[config.mk]
export PLATFORM = sky130hd
export DESIGN_NAME = mips_multicycle_ctrl
export DESIGN_NICKNAME = d
export VERILOG_FILES = /design/src/rtl/mips_multicycle_ctrl.sv
export SDC_FILE = /design/constraint.sdc
export NUM_CORES = 1
export LEC_CHECK = 0
export CORE_MARGIN = 2
export CORE_UTILIZATION = 39
export DETAILED_ROUTE_END_ITERATION = 7
export PLACE_DENSITY = 0.79
export SLEW_MARGIN = 20
export SYNTH_ARGS = -nofsm -noshare
export SYNTH_HDL_FRONTEND = slang
export SYNTH_SLANG_ARGS = --single-unit
export TNS_END_PERCENT = 100
[constraint.sdc]
create_clock -name Clk -period 2 [get_ports Clk]
set_input_delay 0.3 -clock Clk [delete_from_list [all_inputs] [get_ports Clk]]
set_output_delay 0.3 -clock Clk [all_outputs]
set_load 0.005 [all_outputs]
[src/rtl/mips_multicycle_ctrl.sv]
// Main control FSM for the multicycle MIPS datapath: decodes Op/Funct, sequences
// fetch/decode/execute/memory/write-back and drives every mux select and load.
module mips_multicycle_ctrl #(
  parameter int MEM_WAIT = 2,
  parameter int STATE_W  = 8
) (
  input  logic               Clk,
  input  logic               Reset,
  input  logic [5:0]         Op,
  input  logic [5:0]         Funct,
  input  logic               ALU_ZERO,
  output logic [STATE_W-1:0] StateOut,
  output logic               PC_load,
  output logic               IR_load,
  output logic               MDR_load,
  output logic               A_load,
  output logic               B_load,
  output logic               ALUOut_load,
  output logic               PCWrite,
  output logic               BranchEq,
  output logic               BranchNe,
  output logic               wr,
  output logic               IorD,
  output logic               RegWrite,
  output logic               RegDst,
  output logic [1:0]         MemtoReg,
  output logic               ALUSrcA,
  output logic [1:0]         ALUSrcB,
  output logic [2:0]         ALUOp,
  output logic [1:0]         PCSource,
  output logic               Halted,
  output logic               Illegal
);

  typedef enum logic [3:0] {
    S_FETCH    = 4'd0,
    S_DECODE   = 4'd2,
    S_EXEC_R   = 4'd3,
    S_WB_R     = 4'd4,
    S_EXEC_I   = 4'd5,
    S_WB_I     = 4'd6,
    S_MEM_ADDR = 4'd7,
    S_MEM_RD   = 4'd8,
    S_MEM_WB   = 4'd9,
    S_MEM_WR   = 4'd10,
    S_BRANCH   = 4'd11,
    S_JUMP     = 4'd12,
    S_LUI_WB   = 4'd13,
    S_HALT     = 4'd14,
    S_ILLEGAL  = 4'd15
  } state_t;

  localparam logic [5:0] OP_RTYPE = 6'h00;
  localparam logic [5:0] OP_ADDI  = 6'h08;
  localparam logic [5:0] OP_LW    = 6'h23;
  localparam logic [5:0] OP_SW    = 6'h2B;
  localparam logic [5:0] OP_BEQ   = 6'h04;
  localparam logic [5:0] OP_BNE   = 6'h05;
  localparam logic [5:0] OP_J     = 6'h02;
  localparam logic [5:0] OP_LUI   = 6'h0F;

  localparam logic [5:0] FN_NOP   = 6'h00;
  localparam logic [5:0] FN_BREAK = 6'h0D;
  localparam logic [5:0] FN_ADD   = 6'h20;
  localparam logic [5:0] FN_SUB   = 6'h22;
  localparam logic [5:0] FN_AND   = 6'h24;
  localparam logic [5:0] FN_XOR   = 6'h26;

  localparam logic [2:0] ALU_ADD = 3'b000;
  localparam logic [2:0] ALU_SUB = 3'b001;
  localparam logic [2:0] ALU_AND = 3'b010;
  localparam logic [2:0] ALU_XOR = 3'b011;

  localparam logic [3:0] WAIT_LAST = 4'(MEM_WAIT);

  state_t     state_reg;
  state_t     dispatch;
  logic [3:0] wcnt_reg;
  logic       wait_done;

  assign wait_done = (wcnt_reg == WAIT_LAST);
  assign StateOut  = STATE_W'(state_reg);

  always_comb begin
    dispatch = S_ILLEGAL;
    case (Op)
      OP_RTYPE: begin
        case (Funct)
          FN_ADD, FN_SUB, FN_AND, FN_XOR: dispatch = S_EXEC_R;
          FN_NOP:                         dispatch = S_FETCH;
          FN_BREAK:                       dispatch = S_HALT;
          default:                        dispatch = S_ILLEGAL;
        endcase
      end
      OP_ADDI:        dispatch = S_EXEC_I;
      OP_LW, OP_SW:   dispatch = S_MEM_ADDR;
      OP_BEQ, OP_BNE: dispatch = S_BRANCH;
      OP_J:           dispatch = S_JUMP;
      OP_LUI:         dispatch = S_LUI_WB;
      default:        dispatch = S_ILLEGAL;
    endcase
  end

  // wcnt only advances inside a memory-wait state and is zero everywhere else.
  always_ff @(posedge Clk) begin
    if (Reset) begin
      state_reg <= S_FETCH;
      wcnt_reg  <= 4'd0;
    end else begin
      wcnt_reg <= 4'd0;
      case (state_reg)
        S_FETCH: begin
          if (wait_done) state_reg <= S_DECODE;
          else           wcnt_reg  <= wcnt_reg + 4'd1;
        end
        S_DECODE:   state_reg <= dispatch;
        S_EXEC_R:   state_reg <= S_WB_R;
        S_EXEC_I:   state_reg <= S_WB_I;
        S_MEM_ADDR: state_reg <= (Op == OP_SW) ? S_MEM_WR : S_MEM_RD;
        S_MEM_RD: begin
          if (wait_done) state_reg <= S_MEM_WB;
          else           wcnt_reg  <= wcnt_reg + 4'd1;
        end
        S_MEM_WR: begin
          if (wait_done) state_reg <= S_FETCH;
          else           wcnt_reg  <= wcnt_reg + 4'd1;
        end
        S_HALT:     state_reg <= S_HALT;
        default:    state_reg <= S_FETCH;
      endcase
    end
  end

  always_comb begin
    IR_load     = 1'b0;
    MDR_load    = 1'b0;
    A_load      = 1'b0;
    B_load      = 1'b0;
    ALUOut_load = 1'b0;
    PCWrite     = 1'b0;
    BranchEq    = 1'b0;
    BranchNe    = 1'b0;
    wr          = 1'b0;
    IorD        = 1'b0;
    RegWrite    = 1'b0;
    RegDst      = 1'b0;
    MemtoReg    = 2'b00;
    ALUSrcA     = 1'b0;
    ALUSrcB     = 2'b00;
    ALUOp       = ALU_ADD;
    PCSource    = 2'b00;
    Halted      = 1'b0;
    Illegal     = 1'b0;
    case (state_reg)
      S_FETCH: begin
        ALUSrcB = 2'b01;
        IR_load = wait_done;
        PCWrite = wait_done;
      end
      S_DECODE: begin
        A_load      = 1'b1;
        B_load      = 1'b1;
        ALUSrcB     = 2'b11;
        ALUOut_load = 1'b1;
      end
      S_EXEC_R: begin
        ALUSrcA     = 1'b1;
        ALUOut_load = 1'b1;
        case (Funct)
          FN_SUB:  ALUOp = ALU_SUB;
          FN_AND:  ALUOp = ALU_AND;
          FN_XOR:  ALUOp = ALU_XOR;
          default: ALUOp = ALU_ADD;
        endcase
      end
      S_WB_R: begin
        RegWrite = 1'b1;
        RegDst   = 1'b1;
      end
      S_EXEC_I, S_MEM_ADDR: begin
        ALUSrcA     = 1'b1;
        ALUSrcB     = 2'b10;
        ALUOut_load = 1'b1;
      end
      S_WB_I:   RegWrite = 1'b1;
      S_MEM_RD: begin
        IorD     = 1'b1;
        MDR_load = wait_done;
      end
      S_MEM_WB: begin
        RegWrite = 1'b1;
        MemtoReg = 2'b01;
      end
      S_MEM_WR: begin
        IorD = 1'b1;
        wr   = 1'b1;
      end
      S_BRANCH: begin
        ALUSrcA  = 1'b1;
        ALUOp    = ALU_SUB;
        PCSource = 2'b01;
        BranchEq = (Op == OP_BEQ);
        BranchNe = (Op == OP_BNE);
      end
      S_JUMP: begin
        PCWrite  = 1'b1;
        PCSource = 2'b10;
      end
      S_LUI_WB: begin
        RegWrite = 1'b1;
        MemtoReg = 2'b10;
      end
      S_HALT:    Halted  = 1'b1;
      S_ILLEGAL: Illegal = 1'b1;
      default:   ;
    endcase
    // Reset masks every write path immediately so an aborted access leaves no trace.
    if (Reset) begin
      IR_load     = 1'b0;
      MDR_load    = 1'b0;
      A_load      = 1'b0;
      B_load      = 1'b0;
      ALUOut_load = 1'b0;
      PCWrite     = 1'b0;
      BranchEq    = 1'b0;
      BranchNe    = 1'b0;
      wr          = 1'b0;
      RegWrite    = 1'b0;
    end
    PC_load = PCWrite | (BranchEq & ALU_ZERO) | (BranchNe & ~ALU_ZERO);
  end

endmodule

==> run metrics <==
top cells by area, synth=dfxtp_1 17%, nor2_1 9.4%, nor3_1 8.2%, a21oi_1 4.9%, buf_4 4.9%; Hold Startpoint=wcnt_reg[0]$_SDFF_PP0_; Root Driver=clkbuf_4; ratio of cells with drive above 1 in the final layout=35.0%; startpoint types=register; number of synthesized register bits=8; ys flop type=dfxtp_1; CORE AREA=2210 um^2; TritonCTS Sinks=8; cell count after synthesis=136; Lkg Pwr=0.833 nW; CP Capture Type=output pin; Hold Buf Count CTS=0; max frequency=515 MHz; Hold Path Class=reg -> reg; Yosys top cell area share=roughly 17%; placed cell count=227; Port Buf Inserts=42; Final ANT Viol Nets=0; FFs w/ async S/R, synth=0%; total congestion overflow=0; CTS max path bufs=2; Final Cycle Share=97.0%; largest net degree at the start of global routing=11; Synth cell types=43; DP HPWL=roughly 2500 um; CP arrival=1.64 ns; starting density of the core=41.5%; Chip Height=52.5 um; most frequent cells in the layout=41 x buf_4, 20 x nor2_1, 19 x clkdlybuf4s50_1; worst-path cell chain=buf_6 -> nand2_1 -> buf_4 -> nor2_1 -> clkdlybuf4s50_1; P per Cell Area=610 nW/um^2; P&R area growth vs syn=89.4%; maximum vdd drop=0.000503 V; initial antenna violation count=0; Clock Skews=about 0.0056 ns; Detailed Routing Iterations Pass 1=5; final cell count without fillers=242; Yosys top cell by area=dfxtp_1; 1st-iter DRT viols=62; reg-to-reg critical path startpoint=state_reg[2]$_SDFFE_PP0P_; die area=2760 um^2; total track usage=28.6%; clk_lat worst skew=0.26 ns; syn avg cell area=6.74 um^2; Max Cap Viol=0; vias in the first global route=about 1400; via count=1396; Routed WL per cell=15.6 um; worst setup path category=reg -> out; Worst Reg2Reg Path Length in Cells=6; Slowest cell on crit path=clkdlybuf4s50_1; register area share after synthesis=approximately 17%; hold path cells=2; critical path's largest stage delay=0.50 ns; Ys Warns=0; most common cell after layout, fill and taps aside=buf_4; CTS buffer count=3; clock-pin slew of the registers on the worst-case setup and hold paths=roughly 0.06 ns; Die Wd=52.5 um; status=finished clean; first-pass GRT wire length=5940 um; final net count=around 230; routability cong.=approximately 0.90; H-tree depth=1; row cnt=17; worst reg2reg path endpoint=state_reg[1]$_SDFFE_PP0P_; DRC violations left=0; Hold EP=wcnt_reg[0]$_SDFF_PP0_; EDFF count, synth=0; slack of the worst reg-to-reg path=about 0.18 ns; critical path fanouts, max=6; fin util=about four fifths; CTS tree=built; IO Count=48; Vias per Instance=5.77; final WL=3770 um; Final Hold Viols=0; fillcell total=between 100 and 150; minimum clock period=1.94 ns; Mapped Area=917 um^2; critical path required time=1.70 ns; Final setup viols=0; number of antenna diodes=0; Max Slew Vio Count=0
==> cell type report <==
cell class	count	area, um^2	share of cell area, %
clock buffers	3	22.5	1.30
inverters	6	22.5	1.30
multi-input cells	113	776	44.7
well taps	28	35.0	2.02
flip-flops and latches	8	173	9.94
repair buffers	84	708	40.8
==> per-stage QoR <==
| stage | setup TNS, ns | total power [mW] | hold slack, ns | cell area [um^2] | setup slack, ns |
|---|---|---|---|---|---|
| final | 0 | 1.06 | 0.530 | 1740 | 0.0601 |
| after global placement | -1.97 | 0.809 | 0.507 | 1530 | -0.514 |
| after detailed placement | -2.35 | 0.826 | 0.528 | 1530 | -0.561 |
| after CTS | -0.0324 | 0.987 | 0.528 | 1650 | -0.0207 |
| after floorplan | 0 | 0.544 | 0.368 | 932 | 0.350 |
| after global routing | -0.000340 | 1.11 | 0.563 | 1740 | -0.000340 |
==> how the worst max path moves through the flow <==
stage | start | end | slack [ns] | cells after the start
after floorplan | state_reg[0]$_SDFFE_PP0P_ | PC_load | 0.35 | 5
after global placement | Op[1] | PC_load | -0.51 | 6
after detailed placement | Op[1] | PC_load | -0.56 | 6
after CTS | state_reg[2]$_SDFFE_PP0P_ | ALUOut_load | -0.02 | 5
after global routing | Funct[4] | state_reg[2]$_SDFFE_PP0P_ | -0.0003 | 11
final | state_reg[2]$_SDFFE_PP0P_ | Illegal | 0.06 | 5
==> power by group <==
| part | internal [mW] | switching, mW | total [mW] |
|---|---|---|---|
| logic | 0.357 | 0.328 | 0.685 |
| registers | 0.194 | 0.0510 | 0.244 |
| clock network | 0.0691 | 0.0608 | 0.130 |
| total | 0.620 | 0.439 | 1.06 |
==> routing by layer <==
metal	share of wire, %	routed length (um)	vias up	track usage (%)
met2	50	1890	90	52.7
met3	5.8	219	21	2.86
li1	-	-	640	-
met1	40	1520	645	33.9
met4	3.7	138	0	9.83
met5	0	0	-	0
==> cell families (layout without fill, tap and decap cells) <==
kind of cell	count (synthesis)	in the layout	share of synthesized area (%)
adder cells (fa/ha/maj)	2	2	2.73
AND/OR/NAND/NOR	71	71	39.3
other	1	5	0.409
flip-flops	8	8	17.5
multiplexers	1	1	1.09
buffers and inverters	19	93	11.3
XOR/XNOR	5	5	4.78
AO/OA/AOI/OAI	29	29	22.9
==> Yosys cell counts, types with 2 or more instances <==
master and n:
xor2_1 3, nor3_1 15, o21bai_1 2, clkbuf_1 4, xnor2_1 2, a21oi_1 9
inv_1 6, ha_1 2, buf_4 6, nand2_1 11, nand3_1 2, dfxtp_1 8
a31oi_1 2, o31ai_1 2, and3_1 4, buf_2 2, o21ai_0 3, nor4_1 2
nand2b_1 5, nor2_1 23
==> critical path, delay by kind of cell (launching register included) <==
| family | cells | cell delay, ns |
|---|---|---|
| buffers and inverters | 3 | 0.80 |
| and+or+nand+nor | 2 | 0.20 |
| DFF | 1 | 0.37 |
==> what timing repair did <==
| action | 4_1_cts | 5_1_grt |
|---|---|---|
| pin swaps | 7 | 7 |
| endpoints found under the setup margin | 19 | 11 |
| resized for setup | 47 | 23 |
| setup buffers | 8 | 4 |
Power figures use the tool's default switching activity.
